**src/rtl/link_pkg.sv**
```systemverilog
// Shared definitions for the two-board boss state link.
// Both the transmit framer and the remote receive side import this package.
package link_pkg;

    localparam logic [7:0]  LINK_HEADER      = 8'hA5;
    localparam int unsigned LINK_FRAME_BYTES = 4;

    typedef enum logic [1:0] {
        IDLE,
        LOAD,
        SEND,
        GAP
    } tx_state_t;

    function automatic logic [7:0] link_checksum(input logic [7:0] b0,
                                                 input logic [7:0] b1,
                                                 input logic [7:0] b2);
        return b0 ^ b1 ^ b2;
    endfunction

endpackage

```
**src/rtl/uart_byte_tx.sv**
```systemverilog
// 8N1 UART byte serializer.
// A start request in the same cycle as done chains the next byte with no idle bit.
module uart_byte_tx #(
    parameter int unsigned BIT_CYCLES = 564
) (
    input  logic       clk,
    input  logic       rst,
    input  logic       start,
    input  logic [7:0] data,
    output logic       busy,
    output logic       done,
    output logic       tx
);

    localparam int unsigned CW = (BIT_CYCLES > 1) ? $clog2(BIT_CYCLES) : 1;
    localparam logic [CW-1:0] CNT_LAST = CW'(BIT_CYCLES - 1);

    logic [CW-1:0] cnt_q, cnt_d;
    logic [3:0]    bit_q, bit_d;  // 0 = start, 1..8 = data, 9 = stop
    logic [7:0]    shift_q, shift_d;
    logic          busy_q, busy_d;
    logic          tx_q, tx_d;
    logic          bit_end;

    always_comb begin
        cnt_d   = cnt_q;
        bit_d   = bit_q;
        shift_d = shift_q;
        busy_d  = busy_q;
        tx_d    = tx_q;
        done    = 1'b0;
        bit_end = busy_q && (cnt_q == CNT_LAST);

        if (busy_q) begin
            if (bit_end) begin
                cnt_d = '0;
                if (bit_q == 4'd9) begin
                    done = 1'b1;
                    if (start) begin
                        bit_d   = 4'd0;
                        shift_d = data;
                        tx_d    = 1'b0;
                    end else begin
                        busy_d = 1'b0;
                        tx_d   = 1'b1;
                    end
                end else begin
                    bit_d = bit_q + 4'd1;
                    if (bit_q == 4'd8) begin
                        tx_d = 1'b1;
                    end else begin
                        tx_d    = shift_q[0];
                        shift_d = {1'b0, shift_q[7:1]};
                    end
                end
            end else begin
                cnt_d = cnt_q + CW'(1);
            end
        end else if (start) begin
            busy_d  = 1'b1;
            bit_d   = 4'd0;
            cnt_d   = '0;
            shift_d = data;
            tx_d    = 1'b0;
        end
    end

    always_ff @(posedge clk or posedge rst) begin
        if (rst) begin
            cnt_q   <= '0;
            bit_q   <= '0;
            shift_q <= '0;
            busy_q  <= 1'b0;
            tx_q    <= 1'b1;
        end else begin
            cnt_q   <= cnt_d;
            bit_q   <= bit_d;
            shift_q <= shift_d;
            busy_q  <= busy_d;
            tx_q    <= tx_d;
        end
    end

    assign busy = busy_q;
    assign tx   = tx_q;

endmodule

```
**src/rtl/boss_state_tx.sv**
```systemverilog
// Boss state link transmitter: frames local HP and game status into a 4-byte
// packet and sends it whenever the values change, on game start, or on refresh.
module boss_state_tx
    import link_pkg::*;
#(
    parameter int unsigned CLK_HZ         = 65_000_000,
    parameter int unsigned BAUD           = 115_200,
    parameter int unsigned REFRESH_CYCLES = 6_500_000
) (
    input  logic       clk,
    input  logic       rst,
    input  logic [6:0] boss_hp,
    input  logic [1:0] game_active,
    input  logic       game_start,
    output logic       uart_tx,
    output logic       tx_busy,
    output logic       frame_sent
);

    localparam int unsigned BIT_CYCLES = CLK_HZ / BAUD;
    localparam int unsigned RW = (REFRESH_CYCLES > 1) ? $clog2(REFRESH_CYCLES) : 1;
    localparam logic [RW-1:0] REFRESH_LAST = RW'(REFRESH_CYCLES - 1);
    localparam logic [1:0]    LAST_IDX     = 2'(LINK_FRAME_BYTES - 1);

    tx_state_t     state_q, state_d;
    logic          pending_q, pending_d;
    logic [6:0]    hp_q, hp_d;
    logic [1:0]    active_q, active_d;
    logic [6:0]    last_hp_q, last_hp_d;
    logic [1:0]    last_active_q, last_active_d;
    logic [1:0]    idx_q, idx_d;
    logic [7:0]    csum_q, csum_d;
    logic [RW-1:0] refresh_q, refresh_d;

    logic       busy;
    logic       refresh_hit;
    logic       send_req;
    logic [1:0] idx_nxt;
    logic [7:0] byte_nxt;
    logic       ser_start;
    logic [7:0] ser_data;
    logic       ser_busy;
    logic       ser_done;
    logic       ser_tx;

    assign busy        = (state_q != IDLE);
    assign refresh_hit = !busy && (refresh_q == REFRESH_LAST);
    assign send_req    = (boss_hp != last_hp_q) || (game_active != last_active_q) ||
                         game_start || refresh_hit;

    always_comb begin
        idx_nxt = idx_q + 2'd1;
        case (idx_nxt)
            2'd0:    byte_nxt = LINK_HEADER;
            2'd1:    byte_nxt = {1'b0, hp_q};
            2'd2:    byte_nxt = {6'b0, active_q};
            default: byte_nxt = csum_q;
        endcase
    end

    always_comb begin
        state_d       = state_q;
        pending_d     = pending_q | send_req;
        hp_d          = hp_q;
        active_d      = active_q;
        last_hp_d     = last_hp_q;
        last_active_d = last_active_q;
        idx_d         = idx_q;
        csum_d        = csum_q;
        ser_start     = 1'b0;
        ser_data      = LINK_HEADER;

        case (state_q)
            IDLE: begin
                if (pending_q) state_d = LOAD;
            end
            LOAD: begin
                // The snapshot taken here already reflects any request seen this cycle.
                hp_d          = boss_hp;
                active_d      = game_active;
                last_hp_d     = boss_hp;
                last_active_d = game_active;
                pending_d     = 1'b0;
                csum_d        = link_checksum(LINK_HEADER, {1'b0, boss_hp}, {6'b0, game_active});
                idx_d         = 2'd0;
                ser_start     = 1'b1;
                ser_data      = LINK_HEADER;
                state_d       = SEND;
            end
            SEND: begin
                if (ser_busy && ser_done) begin
                    if (idx_q == LAST_IDX) begin
                        state_d = GAP;
                    end else begin
                        idx_d     = idx_nxt;
                        ser_start = 1'b1;
                        ser_data  = byte_nxt;
                    end
                end
            end
            GAP: begin
                // Chain straight into the next frame when a request queued up mid-frame.
                state_d = pending_q ? LOAD : IDLE;
            end
            default: state_d = IDLE;
        endcase
    end

    always_comb begin
        refresh_d = refresh_q;
        if (state_q == LOAD) begin
            refresh_d = '0;
        end else if (!busy) begin
            refresh_d = refresh_hit ? '0 : refresh_q + RW'(1);
        end
    end

    always_ff @(posedge clk or posedge rst) begin
        if (rst) begin
            state_q       <= IDLE;
            pending_q     <= 1'b1;
            hp_q          <= '0;
            active_q      <= '0;
            last_hp_q     <= 7'h7F;
            last_active_q <= '0;
            idx_q         <= '0;
            csum_q        <= '0;
            refresh_q     <= '0;
        end else begin
            state_q       <= state_d;
            pending_q     <= pending_d;
            hp_q          <= hp_d;
            active_q      <= active_d;
            last_hp_q     <= last_hp_d;
            last_active_q <= last_active_d;
            idx_q         <= idx_d;
            csum_q        <= csum_d;
            refresh_q     <= refresh_d;
        end
    end

    uart_byte_tx #(
        .BIT_CYCLES(BIT_CYCLES)
    ) u_uart_byte_tx (
        .clk  (clk),
        .rst  (rst),
        .start(ser_start),
        .data (ser_data),
        .busy (ser_busy),
        .done (ser_done),
        .tx   (ser_tx)
    );

    assign uart_tx    = ser_tx;
    assign tx_busy    = busy;
    assign frame_sent = (state_q == GAP);

endmodule
```
**config.mk**
```make
export PLATFORM = sky130hd
export DESIGN_NAME = boss_state_tx
export DESIGN_NICKNAME = d
export VERILOG_FILES = /design/src/rtl/link_pkg.sv /design/src/rtl/uart_byte_tx.sv /design/src/rtl/boss_state_tx.sv
export SDC_FILE = /design/constraint.sdc
export NUM_CORES = 1
export LEC_CHECK = 0
export ABC_AREA = 1
export ABC_CLOCK_PERIOD_IN_PS = 2810
export CAP_MARGIN = 20
export CELL_PAD_IN_SITES_DETAIL_PLACEMENT = 1
export CELL_PAD_IN_SITES_GLOBAL_PLACEMENT = 2
export CORE_MARGIN = 4
export CORE_UTILIZATION = 37
export CTS_BUF_LIST = sky130_fd_sc_hd__clkbuf_16
export DETAILED_ROUTE_END_ITERATION = 8
export PLACE_DENSITY = 0.79
export REMOVE_ABC_BUFFERS = 1
export SETUP_SLACK_MARGIN = 0.15
export SYNTH_ARGS = -nofsm -noshare
export SYNTH_HDL_FRONTEND = slang
export SYNTH_SLANG_ARGS = --single-unit
```
**constraint.sdc**
```tcl
create_clock -name clk -period 2.81 [get_ports clk]
set_input_delay 0.562 -clock clk [delete_from_list [all_inputs] [get_ports clk]]
set_output_delay 0.562 -clock clk [all_outputs]
set_load 0.01 [all_outputs]
```
==> results of run 1 <==
[worst paths after layout]
path                                 start  slack, ns            end
worst max-delay path            state_q[0]       0.44        tx_busy
worst min-delay path             csum_q[7]       0.46      csum_q[7]
worst max register to register  state_q[1]       0.67  refresh_q[19]
worst min register to register   csum_q[7]       0.46      csum_q[7]
max in group asynchronous              rst       1.81   last_hp_q[1]
min in group asynchronous              rst       0.64   refresh_q[3]
[routing by layer]
layer	vias to the layer above	share of wire
li1	1719	-
met1	1681	0.50
met2	16	0.47
met3	11	0.012
met4	0	0.017
met5	-	0
[area by class of cell]
type	instances	share of cell area
Sequential cell	73	0.3866
Inverter	79	0.06237
Clock inverter	7	0.02026
Timing Repair Buffer	17	0.03684
Multi-Input combinational cell	363	0.4097
Clock buffer	9	0.04737
Tap cell	140	0.03684
[registers in the layout, indices dropped and copies added, names as in the netlist, 2 cells and up]
register and cells:
u_uart_byte_tx.shift_q 8, idx_q 2, refresh_q 23, hp_q 6, state_q 2, csum_q 6, last_active_q 2, u_uart_byte_tx.cnt_q 10
u_uart_byte_tx.bit_q 4, last_hp_q 7
[metrics by stage]
step           hold WS [ns]  instances
2_1_floorplan        0.4372        515
4_1_cts              0.4701        688
5_1_grt              0.4836        688
6_report             0.4649        688
3_5_place_dp         0.4526        672
3_3_place_gp         0.4502        672
[cell usage after synthesis, drive strengths merged]
library cell | number | share of area
a21oi | 21 | 0.028
inv | 79 | 0.072
dfstp | 9 | 0.057
o21ai | 41 | 0.051
nor4 | 3 | 0.0046
a211oi | 1 | 0.0018
nor3 | 14 | 0.021
nand4 | 15 | 0.023
o22ai | 3 | 0.0046
or2 | 3 | 0.0046
o32ai | 2 | 0.0042
dfrtp | 64 | 0.39
o21a | 3 | 0.0055
a31oi | 1 | 0.0015
xnor2 | 2 | 0.0042
ha | 13 | 0.039
o21bai | 3 | 0.0055
nor2 | 61 | 0.063
xor2 | 13 | 0.028
o211ai | 1 | 0.0018
nor3b | 1 | 0.0018
nand2 | 128 | 0.13
nand3 | 34 | 0.048
buf | 4 | 0.0076
clkbuf | 3 | 0.0027
[cell families (layout without fill, tap and decap cells)]
group | Yosys count | in the layout | share of synthesized area
and+or+nand+nor | 259 | 259 | 0.2972
buffers and inverters | 86 | 112 | 0.08219
AOI/OAI and AO/OA | 76 | 76 | 0.1037
DFF | 73 | 73 | 0.4456
xor gates and xnor gates | 15 | 15 | 0.03185
adders and majority gates | 13 | 13 | 0.03943
[power groups by stage]
stage                     combinational [W]  clock, W  sequential [W]
after global placement             0.000211         0         0.00120
after CTS                          0.000224   0.00127         0.00119
after floorplan                    0.000159         0         0.00118
after detailed placement           0.000222         0         0.00120
final                              0.000219   0.00125         0.00119
after global routing               0.000253   0.00133         0.00120
[worst reg2reg max path, stage by stage, from the launching register on]
cell and delay [ns]:
dfrtp_1 0.41, inv_1 0.13, ha_1 0.28, inv_1 0.12
nor2_1 0.10, nand3_1 0.08, nor4_1 0.18, nand2_1 0.15
nand2_2 0.33, inv_2 0.10, o21ai_1 0.10, nor2_1 0.06
==> impl_metrics.ini, run 1 <==
[sta]
finalClockSkew_ns = 0.006412
relSlewSlack = 0.5440
setup_viol = 0
layout_setup_ws_ns = 0.4398
hold_viol = 0
grt_setup_unrepaired = no
fmax_ghz = 0.4219
setup-tns-final_ns = 0
period_share = 0.8435
worst_slew_pin_slew_ns = 0.6832
period_needed_ns = 2.370
slew_viol_final = 0

[pwr]
powerDensity_mw_per_mm2 = 558.2
switchingPower_w = 0.0006752
p_int_w = 0.001979
total_power_w = 0.002654
peakVddDrop_uv = 303.3
p_seq_frac = 0.447
pwr-share-comb = 0.082
p_leak_nw = 2.205
clockPowerShare = 0.470
p_sw_frac = 0.2544

[synthesis]
yosysWarningCount = 0
netlist_instances = 522
synth-seq-area-share = 0.4456
ys_types = 39
ys_ff_latch = 73
netlist_area_mm2 = 0.004125
syn_avg_cell_area_um2 = 7.903

[cts]
cts_made_buffers = 9
postCtsHoldBufs = 0
clkLatencyLatePin_ns = 0.34
cts_tree = yes
htreeDepth = 3
clk_pin_slew_ns = 0.06
clk_root_buffer_cell = clkbuf_16
cts_buffer_depth = 2
cts_setup_buffers = 0
cts-resized-gates = 0
cts_sinks = 73

[worst_setup_path]
timing.critical_path.buf_inv = 3
cp-start-kind = flop
worstPathCellList = inv_1 -> ha_1 -> inv_1 -> clkdlybuf4s50_1
slowest_delay_ns = 0.57
end_kind = output port
crit_family = buffers and inverters
arrival_ns = 1.81
cp.depth = 4
cp_max_fo = 5
r2r_cells = 11
critPathSlowestCell = clkdlybuf4s50_1
cp.required_ns = 2.25
critPathKind = flop to output port
crit_top_cell = inv_1

[outcome]
status = finished, final reports clean

[finish]
area_growth_pct = 15.26
antenna_cells = 0
nFillCells = 1326
final_common_cell = nand2_1
final_util = 0.4367
mostFrequentLayoutCells = nand2_1, inv_1, dfrtp_1
fin_area_mm2 = 0.004755
regArea_mm2 = 0.001838
nNetsFinal = 568
final_layout_size_suffix_gt1_frac = 0.1150
multi_input_area_mm2 = 0.001948

[min_path]
hold_depth = 1
hp-class = flop to flop

[die]
fp.dieH_um = 113.6
core-area_mm2 = 0.01089
io_pins = 15
die_w_um = 113.6
rows = 38
dieArea_mm2 = 0.01290
initial_utilization = 0.3789

[placement]
dp_slack_ns = 0.6598
dp_hpwl_um = 7427
port_buffers = 14
gp_congestion = 0.7688
dpl_cell_area_mm2 = 0.004433

[global_routing]
use_met2 = 0.2748
gr-total-overflow = 0
grt_max_degree = 74
grt_first_pass_wirelength_um = 17650
met3_usage = 0.02387
top_usage_layer = met2
grt_pass1_vias = 3592
grtUsageMet1 = 0.2328
grt_usage = 0.1698
grt_antenna_before_repair = 0

[job]
cap_violations = 0

[routing]
route.detailed.drc = 0
drt_iter0_markers = 114
wl_per_cell_um = 14.96
via_per_inst = 4.981
dr.pass1.iters = 4
vias = 3427
routed_wirelength_um = 10290
ant_nets = 0
No activity file was read; power rests on OpenSTA's default activity.
==> run 2: changes to the inputs <==
ABC_CLOCK_PERIOD_IN_PS = 2050   (was 2810)
CORE_UTILIZATION = 33   (was 37)
PLACE_DENSITY = 0.74   (was 0.79)
clock period = 2.05 ns   (was 2.81 ns; I/O delays follow)
==> impl_metrics.ini, run 2 (synthesis results as in run 1) <==
[die]
rows = 40
fp.dieH_um = 119.8
io_pins = 15
initial_utilization = 0.3406
die_w_um = 119.8
core-area_mm2 = 0.01211
dieArea_mm2 = 0.01435

[sta]
relSlewSlack = 0.7348
setup-tns-final_ns = 0
hold_viol = 0
fmax_ghz = 0.5508
period_needed_ns = 1.816
grt_setup_unrepaired = yes
slew_viol_final = 0
setup_viol = 0
worst_slew_pin_slew_ns = 0.3973
finalClockSkew_ns = 0.007435
period_share = 0.8857

[placement]
place_inst = 713
port_buffers = 14
gp_congestion = 0.7861
dp_hpwl_um = 7995

[finish]
fin_cells = 743
final_common_cell = nand2_1
regArea_mm2 = 0.001838
largest_register_ffs = 23
area_growth_pct = 23.11
nFillCells = 1480
final_util = 0.4193
mostFrequentLayoutCells = nand2_1, inv_1, dfrtp_1
reg.largest.list = refresh_q: 23 flops, u_uart_byte_tx.cnt_q: 10 flops, u_uart_byte_tx.shift_q: 8 flops
antenna_cells = 0
top_register = refresh_q
nNetsFinal = 595
final_layout_size_suffix_gt1_frac = 0.1861
multi_input_area_mm2 = 0.002039

[worst_setup_path]
critPathSlowestCell = clkdlybuf4s50_1
end_kind = output port
timing.critical_path.buf_inv = 1
cp.required_ns = 1.64
crit_family = buffers and inverters
cp-start-kind = flop
cp_max_fo = 2
critPathKind = flop to output port
slowest_delay_ns = 0.54
arrival_ns = 1.41
worstPathCellList = clkdlybuf4s50_1

[pwr]
p_leak_nw = 2.347
peakVddDrop_uv = 435.3
powerDensity_mw_per_mm2 = 681.6

[global_routing]
grt_max_degree = 31
gr-total-overflow = 0
grt_pass1_vias = 3760
grt_first_pass_wirelength_um = 18510
grt_antenna_before_repair = 0
grt_usage = 0.1610

[routing]
routed_wirelength_um = 10720
drt_iter0_markers = 137
dr.pass1.iters = 4
route.detailed.drc = 0
wl_per_cell_um = 14.43
ant_nets = 0
vias = 3567
via_per_inst = 4.801

[cts]
cts_sinks = 73
clkLatencyLatePin_ns = 0.35
cts_made_buffers = 9
cts_buffer_depth = 2
htreeDepth = 3
clk_root_buffer_cell = clkbuf_16
clk_pin_slew_ns = 0.06
cts_tree = yes
postCtsHoldBufs = 0

[outcome]
status = finished, final reports clean

[min_path]
hp-class = input port to async pin

[job]
cap_violations = 0
==> run 2: what timing repair did <==
item,CTS,global route
endpoints found under the setup margin,26,46
gates resized for setup,11,19
pin swaps,1,10
setup buffers,3,11
==> run 2: final cells by class <==
type / instances / area share
multi-input cells: 363 / 0.4016
repair buffers: 44 / 0.08032
flip-flops and latches: 73 / 0.3619
clock buffers: 9 / 0.04435
well taps: 168 / 0.04139
clock inverters: 7 / 0.01109
inverters: 79 / 0.05937
==> run 2: worst paths after layout <==
| path | endpoint | depth (start not counted) | start | slack (ns) |
|---|---|---|---|---|
| worst min-delay path | refresh_q[12] | 2 | rst | 0.37 |
| worst max-delay path | uart_tx | 1 | u_uart_byte_tx.tx | 0.23 |
| min in group clk | u_uart_byte_tx.tx | 2 | u_uart_byte_tx.tx | 0.47 |
| worst max register to register | state_q[0] | 12 | u_uart_byte_tx.cnt_q[0] | 0.25 |
| worst min register to register | u_uart_byte_tx.tx | 2 | u_uart_byte_tx.tx | 0.47 |
| max in group asynchronous | last_hp_q[5] | 3 | rst | 1.12 |
==> run 2: where the power goes <==
part	leakage (nW)	switching, W	total, W	internal, W
registers	0.906	0.0000961	0.00162	0.00153
logic	1.29	0.000178	0.000304	0.000125
clock network	0.153	0.000612	0.00153	0.000922
total	2.35	0.000887	0.00346	0.00257
==> run 2: stage by stage <==
| stage | worst slack (ns) | instance area (µm²) | hold WS [ns] | power [W] |
|---|---|---|---|---|
| floorplan | -0.1984 | 4083 | 0.4372 | 0.001836 |
| global placement | 0.1359 | 4579 | 0.4515 | 0.001931 |
| detailed placement | 0.08425 | 4579 | 0.4574 | 0.001954 |
| CTS | 0.1285 | 4910 | 0.3762 | 0.003520 |
| global route | 0.06575 | 5079 | 0.3868 | 0.003668 |
| finish | 0.2344 | 5079 | 0.3719 | 0.003462 |
==> run 2: layer usage <==
| metal | up-vias | track usage | routed length (µm) |
|---|---|---|---|
| met5 | - | 0 | 0 |
| li1 | 1780 | - | - |
| met4 | 0 | 0.05583 | 178 |
| met3 | 16 | 0.03723 | 235 |
| met2 | 21 | 0.2634 | 5176 |
| met1 | 1750 | 0.2096 | 5129 |
==> run 3: changes to the inputs <==
CORE_MARGIN = 2   (was 4)
==> impl_metrics.ini, run 3 (synthesis results as in run 1) <==
[finish]
final_layout_size_suffix_gt1_frac = 0.1934
mostFrequentLayoutCells = nand2_1, inv_1, dfrtp_1
nNetsFinal = 594
final_util = 0.4214
reg.largest.list = refresh_q: 23 flops, u_uart_byte_tx.cnt_q: 10 flops, u_uart_byte_tx.shift_q: 8 flops
area_growth_pct = 23.72
largest_register_ffs = 23
antenna_cells = 0
final_common_cell = nand2_1
top_register = refresh_q

[sta]
relSlewSlack = 0.7120
layout_setup_ws_ns = 0.2457
grt_setup_unrepaired = yes
period_needed_ns = 1.804
hold_viol = 0
finalClockSkew_ns = 0.004940
fin_hold_ws_ns = 0.3825
slew_viol_final = 0
worst_slew_pin_slew_ns = 0.4281
setup-tns-final_ns = 0
setup_viol = 0
period_share = 0.8801
fmax_ghz = 0.5542

[worst_setup_path]
r2r_cells = 11
crit_end = uart_tx
r2r_slack_ns = 0.28
crit_path_start = u_uart_byte_tx.tx
cp.required_ns = 1.64
cp-start-kind = flop
arrival_ns = 1.39
critPathKind = flop to output port
timing.rr.start = u_uart_byte_tx.bit_q[1]
cp_max_fo = 2
cp.depth = 1
r2r_end = state_q[0]
worstPathCellList = clkdlybuf4s50_1
end_kind = output port
timing.critical_path.buf_inv = 1
crit_family = flip-flops
critPathSlowestCell = dfstp_2
slowest_delay_ns = 0.53

[global_routing]
grt_max_degree = 28
grt_usage = 0.1716
grt_antenna_before_repair = 0
grt_first_pass_wirelength_um = 17930
gr-total-overflow = 0
grt_pass1_vias = 3608

[min_path]
hp-class = input port to async pin

[pwr]
peakVddDrop_uv = 389.5
p_leak_nw = 2.347
total_power_w = 0.003332
powerDensity_mw_per_mm2 = 652.8

[placement]
dp_slack_ns = 0.06321
dp_hpwl_um = 7770
port_buffers = 14
gp_congestion = 0.7844

[die]
dieArea_mm2 = 0.01341
fp.dieH_um = 115.8
initial_utilization = 0.3406
die_w_um = 115.8
core-area_mm2 = 0.01211
rows = 40
io_pins = 15

[routing]
ant_nets = 0
dr.pass1.iters = 4
routed_wirelength_um = 10480
route.detailed.drc = 0
via_per_inst = 4.743
drt_iter0_markers = 148
vias = 3519
wl_per_cell_um = 14.12

[cts]
clk_pin_slew_ns = 0.06
cts_buffer_depth = 2
htreeDepth = 3
cts_sinks = 73
clk_root_buffer_cell = clkbuf_16
cts_tree = yes
clkLatencyLatePin_ns = 0.34
cts_made_buffers = 9

[job]
cap_violations = 0

[outcome]
status = finished, final reports clean
## run 3: metal layers
| metal | GRT usage | vias to the layer above | part of all wire |
|---|---|---|---|
| li1 | - | 1778 | - |
| met1 | 0.2344 | 1709 | 0.48 |
| met2 | 0.2752 | 20 | 0.49 |
| met3 | 0.02824 | 12 | 0.017 |
| met4 | 0.06429 | 0 | 0.017 |
| met5 | 0 | - | 0 |
## run 3: stage by stage
stage | cells | instance area, µm²
6_report | 742 | 5104
5_1_grt | 742 | 5104
4_1_cts | 727 | 4843
3_5_place_dp | 710 | 4568
3_3_place_gp | 710 | 4568
2_1_floorplan | 515 | 4083
## run 3: power by group
group / internal, W / switching, W / total [W]
Combinational: 0.000127 / 0.000191 / 0.000318
Clock: 0.000796 / 0.000598 / 0.00139
Sequential: 0.00153 / 0.0000923 / 0.00162
## run 3: layout make-up
type,instances,area [µm²]
fillers,1510,7008
inverters,79,305.3
clock inverters,7,31.28
repair buffers,43,425.4
well taps,168,210.2
multi-input cells,363,2067
clock buffers,9,225.2
flip-flops and latches,73,1839
## run 3: timing repair
| item | CTS | global route |
|---|---|---|
| gates cloned | 0 | 0 |
| endpoints found under the setup margin | 26 | 49 |
| hold buffers | 0 | 0 |
| pin swaps | 1 | 14 |
| resized for setup | 6 | 34 |
| setup buffers | 1 | 15 |
## run 3: worst min-delay path by stage
stage               slack (ns)  depth (start not counted)                end               from
floorplan                 0.44                          1          csum_q[7]          csum_q[7]
global placement          0.45                          2  u_uart_byte_tx.tx  u_uart_byte_tx.tx
detailed placement        0.45                          1          csum_q[7]          csum_q[7]
CTS                       0.39                          2       refresh_q[5]                rst
global route              0.40                          2       refresh_q[5]                rst
finish                    0.38                          2       refresh_q[5]                rst
